$ cat src/rtl/avr_io_ps2_if.sv
// I/O-bus connection between the AVR core and the PS/2 receiver peripheral.
interface avr_io_ps2_if;
    logic       io_re;
    logic       io_we;
    logic [1:0] io_a;
    logic [7:0] io_din;
    logic [7:0] io_dout;
    logic       irq;

    modport master (output io_re, output io_we, output io_a, output io_din,
                    input  io_dout, input irq);
    modport slave  (input  io_re, input  io_we, input  io_a, input  io_din,
                    output io_dout, output irq);
endinterface

$ cat src/rtl/avr_io_ps2.sv
// PS/2 keyboard receiver: pin conditioning, frame FSM, 4-deep byte FIFO and
// DATA/STATUS/CTRL registers on the AVR I/O bus with a level interrupt.
module avr_io_ps2 #(
    parameter int unsigned FILT    = 4,
    parameter int unsigned TIMEOUT = 12500
) (
    input  logic         clk,
    input  logic         rst,
    avr_io_ps2_if.slave  bus,
    input  logic         ps2_clk,
    input  logic         ps2_data
);
    localparam int unsigned FCW = (FILT > 1)    ? $clog2(FILT)    : 1;
    localparam int unsigned TCW = (TIMEOUT > 1) ? $clog2(TIMEOUT) : 1;
    localparam int unsigned DEPTH = 4;

    typedef enum logic [1:0] {S_IDLE, S_DATA, S_PARITY, S_STOP} state_t;

    // Reset asserts immediately, releases two clocks after rst rises.
    logic [1:0] rst_sync;
    logic       rst_n;
    always_ff @(posedge clk or negedge rst) begin
        if (!rst) rst_sync <= 2'b00;
        else      rst_sync <= {rst_sync[0], 1'b1};
    end
    assign rst_n = rst_sync[1];

    logic [1:0] clk_sync, dat_sync;
    always_ff @(posedge clk or negedge rst_n) begin
        if (!rst_n) begin
            clk_sync <= 2'b11;
            dat_sync <= 2'b11;
        end else begin
            clk_sync <= {clk_sync[0], ps2_clk};
            dat_sync <= {dat_sync[0], ps2_data};
        end
    end

    // Filtered clock follows the pin only after FILT consecutive differing samples.
    logic           filt, filt_d, fall, din_s;
    logic [FCW-1:0] fcnt;
    always_ff @(posedge clk or negedge rst_n) begin
        if (!rst_n) begin
            filt   <= 1'b1;
            filt_d <= 1'b1;
            fcnt   <= '0;
        end else begin
            filt_d <= filt;
            if (clk_sync[1] == filt) begin
                fcnt <= '0;
            end else if (fcnt == FCW'(FILT - 1)) begin
                filt <= clk_sync[1];
                fcnt <= '0;
            end else begin
                fcnt <= fcnt + FCW'(1);
            end
        end
    end
    assign fall  = filt_d & ~filt;
    assign din_s = dat_sync[1];

    logic [1:0] ctrl;
    logic       en, rxie;
    assign en   = ctrl[0];
    assign rxie = ctrl[1];

    state_t         state;
    logic [2:0]     bitcnt;
    logic [7:0]     shreg;
    logic           par;
    logic [TCW-1:0] tcnt;
    logic           frame_end, frame_good, frame_bad;

    assign frame_end  = (state == S_STOP) && fall && en;
    assign frame_good = frame_end && din_s && (^{par, shreg});
    assign frame_bad  = frame_end && !frame_good;

    // Frame receiver; a stalled frame is dropped after TIMEOUT idle cycles.
    always_ff @(posedge clk or negedge rst_n) begin
        if (!rst_n) begin
            state  <= S_IDLE;
            bitcnt <= '0;
            shreg  <= '0;
            par    <= 1'b0;
            tcnt   <= '0;
        end else if (!en) begin
            state <= S_IDLE;
            tcnt  <= '0;
        end else if (fall) begin
            tcnt <= '0;
            case (state)
                S_IDLE: begin
                    if (!din_s) begin
                        state  <= S_DATA;
                        bitcnt <= '0;
                    end
                end
                S_DATA: begin
                    shreg  <= {din_s, shreg[7:1]};
                    bitcnt <= bitcnt + 3'd1;
                    if (bitcnt == 3'd7) state <= S_PARITY;
                end
                S_PARITY: begin
                    par   <= din_s;
                    state <= S_STOP;
                end
                default: state <= S_IDLE;
            endcase
        end else if (state != S_IDLE) begin
            if (tcnt == TCW'(TIMEOUT - 1)) begin
                state <= S_IDLE;
                tcnt  <= '0;
            end else begin
                tcnt <= tcnt + TCW'(1);
            end
        end else begin
            tcnt <= '0;
        end
    end

    logic [7:0] mem [DEPTH];
    logic [1:0] rp, wp;
    logic [2:0] count, count_n;
    logic       ovf, perr, irq_q;
    logic       pop, push_ok, ovf_evt, st_wr, ctrl_wr;
    logic [1:0] ctrl_n;

    assign pop     = bus.io_re && (bus.io_a == 2'd0) && (count != 3'd0);
    assign push_ok = frame_good && ((count != 3'd4) || pop);
    assign ovf_evt = frame_good && (count == 3'd4) && !pop;
    assign st_wr   = bus.io_we && (bus.io_a == 2'd1);
    assign ctrl_wr = bus.io_we && (bus.io_a == 2'd2);
    assign ctrl_n  = ctrl_wr ? bus.io_din[1:0] : ctrl;

    always_comb begin
        count_n = count;
        if (push_ok && !pop)      count_n = count + 3'd1;
        else if (!push_ok && pop) count_n = count - 3'd1;
    end

    // FIFO, sticky flags, CTRL and the registered interrupt; a new error beats its clear.
    always_ff @(posedge clk or negedge rst_n) begin
        if (!rst_n) begin
            for (int i = 0; i < int'(DEPTH); i++) mem[i] <= '0;
            rp    <= '0;
            wp    <= '0;
            count <= '0;
            ovf   <= 1'b0;
            perr  <= 1'b0;
            ctrl  <= '0;
            irq_q <= 1'b0;
        end else begin
            if (push_ok) begin
                mem[wp] <= shreg;
                wp      <= wp + 2'd1;
            end
            if (pop) rp <= rp + 2'd1;
            count <= count_n;
            ovf   <= ovf_evt   | (ovf  & ~(st_wr & bus.io_din[1]));
            perr  <= frame_bad | (perr & ~(st_wr & bus.io_din[2]));
            ctrl  <= ctrl_n;
            irq_q <= ctrl_n[0] & ctrl_n[1] & (count_n != 3'd0);
        end
    end

    logic [7:0] dout;
    always_comb begin
        dout = 8'h00;
        if (bus.io_re) begin
            case (bus.io_a)
                2'd0:    dout = (count != 3'd0) ? mem[rp] : 8'h00;
                2'd1:    dout = {1'b0, count, (count == 3'd4), perr, ovf, (count != 3'd0)};
                2'd2:    dout = {6'b0, rxie, en};
                default: dout = 8'h00;
            endcase
        end
    end

    assign bus.io_dout = dout;
    assign bus.irq     = irq_q;

    logic unused_din;
    assign unused_din = ^bus.io_din[7:3];
endmodule

$ cat src/flat_wrapper.sv
// flat-port wrapper written by rule: the top's interface ports become plain ports
module avr_io_ps2_flat 
#(
    parameter int unsigned FILT    = 4,
    parameter int unsigned TIMEOUT = 12500
)
  (clk, rst, ps2_clk, ps2_data, bus_io_re, bus_io_we, bus_io_a, bus_io_din, bus_io_dout, bus_irq);
  avr_io_ps2_if bus_i ();
  input  logic clk;
  input  logic rst;
  input  logic ps2_clk;
  input  logic ps2_data;
  input wire logic [$bits(bus_i.io_re)-1:0] bus_io_re;
  input wire logic [$bits(bus_i.io_we)-1:0] bus_io_we;
  input wire logic [$bits(bus_i.io_a)-1:0] bus_io_a;
  input wire logic [$bits(bus_i.io_din)-1:0] bus_io_din;
  output wire logic [$bits(bus_i.io_dout)-1:0] bus_io_dout;
  output wire logic [$bits(bus_i.irq)-1:0] bus_irq;
  assign bus_i.io_re = bus_io_re;
  assign bus_i.io_we = bus_io_we;
  assign bus_i.io_a = bus_io_a;
  assign bus_i.io_din = bus_io_din;
  assign bus_io_dout = bus_i.io_dout;
  assign bus_irq = bus_i.irq;
  avr_io_ps2 #(.FILT(FILT), .TIMEOUT(TIMEOUT)) u_core (.clk(clk), .rst(rst), .bus(bus_i), .ps2_clk(ps2_clk), .ps2_data(ps2_data));
endmodule
$ cat config.mk
export PLATFORM = sky130hd
export DESIGN_NAME = avr_io_ps2_flat
export DESIGN_NICKNAME = d
export VERILOG_FILES = /design/src/rtl/avr_io_ps2_if.sv /design/src/rtl/avr_io_ps2.sv /design/src/flat_wrapper.sv
export SDC_FILE = /design/constraint.sdc
export NUM_CORES = 1
export LEC_CHECK = 0
export CAP_MARGIN = 20
export CORE_ASPECT_RATIO = 2
export CORE_MARGIN = 3
export CORE_UTILIZATION = 30
export DETAILED_ROUTE_END_ITERATION = 10
export PLACE_DENSITY = 0.48
export SLEW_MARGIN = 25
export SYNTH_ARGS = -nofsm -noshare
export SYNTH_HDL_FRONTEND = slang
export SYNTH_SLANG_ARGS = --single-unit
$ cat constraint.sdc
create_clock -name clk -period 3.4 [get_ports clk]
set_input_delay 0.34 -clock clk [delete_from_list [all_inputs] [get_ports clk]]
set_output_delay 0.34 -clock clk [all_outputs]
set_load 0.03 [all_outputs]
==> results.md, run 1 <==
- Status: finished, final reports clean
- Slew @ Worst Pin: 0.659 ns
- Aggregate negative setup slack: 0 ns
- Vias in the first global route: 2614
- DR iter-0 viols: 93
- Max FO, Critical Path: 5
- Clock Sinks: 82
- # H-tree levels: 3
- PortBufs: 19
- Launch point of the worst reg-to-reg path: u_core.shreg[5]
- Post-Syn Nets: 352
- Peak VDD IR: 0.290 mV
- TritonRoute pass-1 iters: 6
- Synth unique cells: 46
- Die Area: 0.0147 mm^2
- Die X: 87.4 um
- Wire length per cell: 16.5 um
- Critical path's largest stage delay: 0.67 ns
- Final worst slack: 0.325 ns
- Clock root buffer: clkbuf_16
- Routability cong.: 0.786
- First-pass GRT wire length: 13.8 mm
- Pleak: 0.00215 uW
- Hold Buf Count CTS: 0
- Critical Path RT: 3.06 ns
- Area growth, synth to finish: 19.0%
- Gr ovfl total: 0
- Final hold violation count: 0
- Crit path from: u_core.count[0]
- CTS clk-pin slew, worst paths: 0.06 ns
- Worst Skew: 0.00689 ns
- Largest cells by area after synthesis: dfrtp_1 (48%), mux2_2 (12%), ha_1 (5.0%), mux4_2 (4.5%), dfstp_2 (4.0%)
- FF-to-FF End: u_core.mem[0]
- Total number of vias: 2436
- Nature of the critical path startpoint: flop
- FMAX: 325 MHz
- Vias/cell: 4.85
- Post-synth top cells: dfrtp_1 (76), mux2_2 (44), nor2_1 (27)
- Starting Density: 31.1%
- Clock Tree Buf Depth: 2
- Total I/O pin count: 25
- Remaining DRCs: 0
- ANT cells: 0
- CTS Buf Count: 9
- Final #Nets: 379
- Max_slew headroom: 55.7%
- Initial antenna violation count: 0
- Slowest cell on the critical path: clkdlybuf4s50_1
- Setup CP Type: flop to output pin
- Mapped Area: 0.00397 mm^2
- Die H: 169 um
- Worst hold path type: input port to asynchronous set/reset pin
- Worst-Skew Late Latency: 0.33 ns
- DRT Wirelength: 8.28 mm
- Hold Slack: 0.167 ns
- Crit share post-route: 90.4%
- Gr usage total: 12.5%
- Commonest register cell after synthesis: dfrtp_1
- Seq cells post-synth: 82
- EDFF count, synth: 0
- Critical Path AT: 2.74 ns
- Top-count cell post-synth: dfrtp_1
- Fill count: 1254
- Post-DRT Antenna Nets: 0
- Async SR Flop Fraction: 100%
- PD cells: 602 mW/mm^2
- CP Capture Type: output pin
- Tmin final: 3.08 ns
- Final setup fails: 0
- Core area: 0.0128 mm^2
- Post-synth top area cell: dfrtp_1
- Largest net degree at the start of global routing: 81
- Dpl ws: 0.456 ns
- Detailed placement HPWL: 6.14 mm
- # Max-Cap Violations: 0
- Post-Syn Area per Cell: 12.4 um^2
- Reg2reg path depth: 6
- Max-slew violation count: 0
- # rows: 58
- Register area share after synthesis: 51.9%
- Layout cells sized above 1: 26.1%
- PostCTS Resize Cnt: 0
- RSZ-0062 raised after global routing: false
- Post-CTS Setup Bufs: 0
- TritonCTS clock tree: yes
- Share of the synthesized area in the top cell type: 47.9%
- FF-to-FF setup slack: 1.02 ns
- Cells along the critical path: inv_1 > ha_1 > and2b_2 > nor3_1 > buf_4 > and2_1 > clkdlybuf4s50_1
- Synth warnings: 0
- Synthesized netlist cell count: 320
## critical path, delay by kind of cell (launching register included)
| kind | cells | cell delay, ns |
|---|---|---|
| buf+inv | 3 | 0.98 |
| simple gates | 3 | 0.74 |
| flops | 1 | 0.43 |
| fa+ha+maj | 1 | 0.26 |
## kinds of logic (layout without fill, tap and decap cells)
| logic type | count (synthesis) | in the layout | share of synthesized area [%] |
|---|---|---|---|
| adder cells (fa/ha/maj) | 16 | 16 | 5.04 |
| buffers and inverters | 20 | 52 | 2.02 |
| flip-flops | 82 | 82 | 51.9 |
| multiplexers | 56 | 56 | 18.1 |
| AO/OA/AOI/OAI | 27 | 27 | 4.98 |
| other | 1 | 1 | 0.0944 |
| AND/OR/NAND/NOR | 93 | 93 | 11.1 |
| XOR/XNOR | 25 | 25 | 6.74 |
## sequential cells by signal (all words and copies together), names as in the netlist
| register | count |
|---|---|
| u_core.bitcnt | 3 |
| u_core.bus.irq | 1 |
| u_core.clk_sync | 2 |
| u_core.count | 3 |
| u_core.ctrl | 2 |
| u_core.dat_sync | 2 |
| u_core.fcnt | 2 |
| u_core.filt | 1 |
| u_core.filt_d | 1 |
| u_core.mem | 32 |
| u_core.ovf | 1 |
| u_core.par | 1 |
| u_core.perr | 1 |
| u_core.rp | 2 |
| u_core.rst_sync | 2 |
| u_core.shreg | 8 |
| u_core.state | 2 |
| u_core.tcnt | 14 |
| u_core.wp | 2 |
## metrics by stage
step	instances	total power (uW)	area (um^2)	utilization (%)
global route	502	3000	4720	37.0
detailed placement	484	1810	4350	34.0
CTS	500	2890	4680	36.6
global placement	484	1800	4350	34.0
finish	502	2840	4720	37.0
floorplan	320	1620	3970	-
## metal layers
layer / vias to the layer above / global-route usage, % / wire length [um]
met5: - / 0 / 0
met4: 0 / 5.41 / 163
met3: 10 / 2.24 / 175
met2: 30 / 23.2 / 4800
met1: 1220 / 13.2 / 3140
li1: 1176 / - / -
## placed cells by master (no fill, tap or decap), types with 10 or more instances in the layout
master and count:
dfrtp_1 75, mux2_2 44, nor2_1 27, nand2_1 24, clkdlybuf4s50_1 19, ha_1 16
xnor2_1 13, nand3_1 13, inv_1 10
## layout make-up
type / count / area (um^2) / area share [%]
Multi-Input combinational cell: 218 / 1830 / 38.8
Clock buffer: 10 / 239 / 5.06
Inverter: 10 / 37.5 / 0.794
Timing Repair Buffer: 26 / 275 / 5.83
Clock inverter: 6 / 90.1 / 1.91
Tap cell: 150 / 188 / 3.97
Sequential cell: 82 / 2060 / 43.7
## report_power, final
| part | internal (uW) | switching [uW] | leakage [uW] | total, uW |
|---|---|---|---|---|
| logic | 283 | 304 | 0.000900 | 587 |
| clock network | 664 | 392 | 0.000159 | 1060 |
| registers | 1080 | 120 | 0.00109 | 1200 |
| total | 2030 | 816 | 0.00215 | 2840 |
## worst max-delay path by stage
stage,endpoint,depth (start not counted)
after floorplan,u_core.bitcnt[0],0
after global placement,u_core.mem[22],7
after detailed placement,u_core.mem[23],7
after CTS,bus_io_dout[7],7
after global routing,bus_io_dout[1],8
final,bus_io_dout[7],7
Note: power is estimated with default switching activity, not from simulation.
==> run 2, diff against run 1 <==
--- a/config.mk
+++ b/config.mk
@@ -5,12 +5,12 @@
 export SDC_FILE = /design/constraint.sdc
 export NUM_CORES = 1
 export LEC_CHECK = 0
-export CAP_MARGIN = 20
+export CAP_MARGIN = 30
 export CORE_ASPECT_RATIO = 2
 export CORE_MARGIN = 3
-export CORE_UTILIZATION = 30
+export CORE_UTILIZATION = 53
 export DETAILED_ROUTE_END_ITERATION = 10
-export PLACE_DENSITY = 0.48
+export PLACE_DENSITY = 0.74
 export SLEW_MARGIN = 25
 export SYNTH_ARGS = -nofsm -noshare
 export SYNTH_HDL_FRONTEND = slang
==> run 2 against run 1 <==
Against the previous run:
- die area decreased by 41%
- hold slack about the same
- final cell count decreased by 12%
- utilization increased by 26 points
- register-to-register slack about the same
- maximum frequency increased by 3.6%
- critical path type unchanged
- largest cell class unchanged
==> results.md, run 2 (synthesis results as in run 1) <==
- Status: finished, final reports clean (unchanged)
- Slew @ Worst Pin: 0.633 ns (was 0.659 ns)
- Detailed placement HPWL: 5.39 mm (was 6.14 mm)
- PortBufs: 19 (unchanged)
- Setup crit end: bus_io_dout[7] (unchanged)
- Crit share post-route: 87.3% (was 90.4%)
- Register with the most flip-flops: u_core.mem (unchanged)
- Vias in the first global route: 2535 (was 2614)
- FF-to-FF setup slack: 1.02 ns (about the same)
- FF-to-FF End: u_core.bus.irq (was u_core.mem[0])
- Max-slew violation count: 0 (unchanged)
- ANT cells: 0 (unchanged)
- Nature of the critical path startpoint: flop (unchanged)
- Gr usage total: 19.2% (was 12.5%)
- Final hold violation count: 0 (unchanged)
- Max reg flops: 32 (unchanged)
- Post-DRT Antenna Nets: 0 (unchanged)
- PD cells: 601 mW/mm^2 (was 602 mW/mm^2)
- Launch point of the worst reg-to-reg path: u_core.shreg[2] (was u_core.shreg[5])
- Initial antenna violation count: 0 (unchanged)
- Setup CP Type: flop to output pin (unchanged)
- Aggregate negative setup slack: 0 ns (unchanged)
- Fin util: 63.4% (was 37.0%)
- Reg2reg path depth: 6 (unchanged)
- # Max-Cap Violations: 0 (unchanged)
- Final #Nets: 376 (was 379)
- First-pass GRT wire length: 12.0 mm (was 13.8 mm)
- Clock root buffer: clkbuf_16 (unchanged)
- Largest regs: u_core.mem x32, u_core.tcnt x14, u_core.shreg x8 (unchanged)
- CP Capture Type: output pin (unchanged)
- # H-tree levels: 3 (unchanged)
- Max FO, Critical Path: 5 (unchanged)
- RSZ-0062 raised after global routing: false (unchanged)
- Gr ovfl total: 0 (unchanged)
- Fill count: 590 (was 1254)
- Largest net degree at the start of global routing: 81 (unchanged)
- Crit path from: u_core.count[0] (unchanged)
- Die H: 128 um (was 169 um)
- Worst Skew: 0.00663 ns (was 0.00689 ns)
- PostCTS Resize Cnt: 0 (unchanged)
- Hold Buf Count CTS: 0 (unchanged)
- Final setup fails: 0 (unchanged)
- Starting Density: 54.6% (was 31.1%)
- Max_slew headroom: 57.4% (was 55.7%)
- Die Area: 0.00863 mm^2 (was 0.0147 mm^2)
- Critical Path AT: 2.63 ns (was 2.74 ns)
- Wire length per cell: 16.7 um (was 16.5 um)
- Remaining DRCs: 0 (unchanged)
- Worst-Skew Late Latency: 0.33 ns (about the same)
- CTS Buf Count: 9 (unchanged)
- Die X: 67.2 um (was 87.4 um)
- Clock Tree Buf Depth: 2 (unchanged)
- Peak VDD IR: 0.507 mV (was 0.290 mV)
- Post-CTS Setup Bufs: 0 (unchanged)
- Core area: 0.00727 mm^2 (was 0.0128 mm^2)
- Worst hold path type: input port to asynchronous set/reset pin (unchanged)
- Total number of vias: 2435 (was 2436)
- CTS clk-pin slew, worst paths: 0.06 ns (about the same)
- DRT Wirelength: 7.33 mm (was 8.28 mm)
- Area growth, synth to finish: 16.0% (was 19.0%)
- TritonRoute pass-1 iters: 4 (was 6)
- # rows: 44 (was 58)
- Tmin final: 2.97 ns (was 3.08 ns)
- DR iter-0 viols: 95 (was 93)
- Vias/cell: 5.53 (was 4.85)
- Most common cell after layout, fill and taps aside: dfrtp_1 (unchanged)
- FMAX: 337 MHz (was 325 MHz)
- Pleak: 0.00212 uW (was 0.00215 uW)
- TritonCTS clock tree: yes (unchanged)
- Layout cells sized above 1: 24.7% (was 26.1%)
- Most frequent cells in the layout: dfrtp_1 (75), mux2_2 (44), nor2_1 (27), nand2_1 (24), clkdlybuf4s50_1 (19) (unchanged)
- Routability cong.: 0.778 (was 0.786)
- Clock Sinks: 82 (unchanged)
- Total I/O pin count: 25 (unchanged)
- Critical Path RT: 3.06 ns (about the same)
[run 2: cell types whose count changed in the layout (fill, tap and decap cells not counted), sizes merged]
cell / delta
clkbuf: +3
clkinv: -3
clkinvlp: -1
buf: -3
[run 2: layout make-up]
type	instances	area, um^2	area share [%]
tap	92	115	2.50
sequential	82	2060	44.8
clock buffer	13	260	5.65
clock inverter	2	60.1	1.30
inverter	10	37.5	0.815
multi-input combinational	218	1830	39.8
timing repair buffer	23	240	5.21
[run 2: how the worst min path moves through the flow]
stage | endpoint | slack, ns | depth (start not counted)
detailed placement | u_core.rst_sync[1] | 0.34 | 0
floorplan | u_core.rst_sync[0] | 0.04 | 0
global placement | u_core.rst_sync[1] | 0.34 | 0
global route | u_core.rst_sync[1] | 0.17 | 1
CTS | u_core.rst_sync[1] | 0.15 | 1
finish | u_core.rst_sync[1] | 0.17 | 1
[run 2: per-stage QoR]
stage	power [uW]	hold slack (ns)	area (um^2)	setup WS, ns	cells
after floorplan	1620	0.0444	3970	0.958	320
after global placement	1750	0.338	4260	0.573	424
after detailed placement	1770	0.336	4260	0.536	424
after CTS	2810	0.155	4580	0.389	439
after global routing	2920	0.167	4610	0.208	440
final	2770	0.167	4610	0.432	440
[run 2: critical path, stage by stage (launching register included)]
cell and delay, ns:
dfrtp_1 0.41, inv_1 0.08, ha_1 0.24, and2b_2 0.24, nor3_1 0.44, and2_1 0.21
clkdlybuf4s50_1 0.67
[run 2: metal layers]
| metal | vias to the layer above | part of all wire [%] | track usage [%] |
|---|---|---|---|
| met4 | 0 | 1.9 | 8.01 |
| met1 | 1219 | 36 | 18.6 |
| met2 | 38 | 59 | 37.2 |
| met5 | - | 0 | 0 |
| li1 | 1169 | - | - |
| met3 | 9 | 2.7 | 3.93 |
[run 2: power by group]
group	switching, uW	total, uW	internal, uW
combinational	267	541	273
clock	342	1020	679
sequential	129	1210	1080
total	738	2770	2030
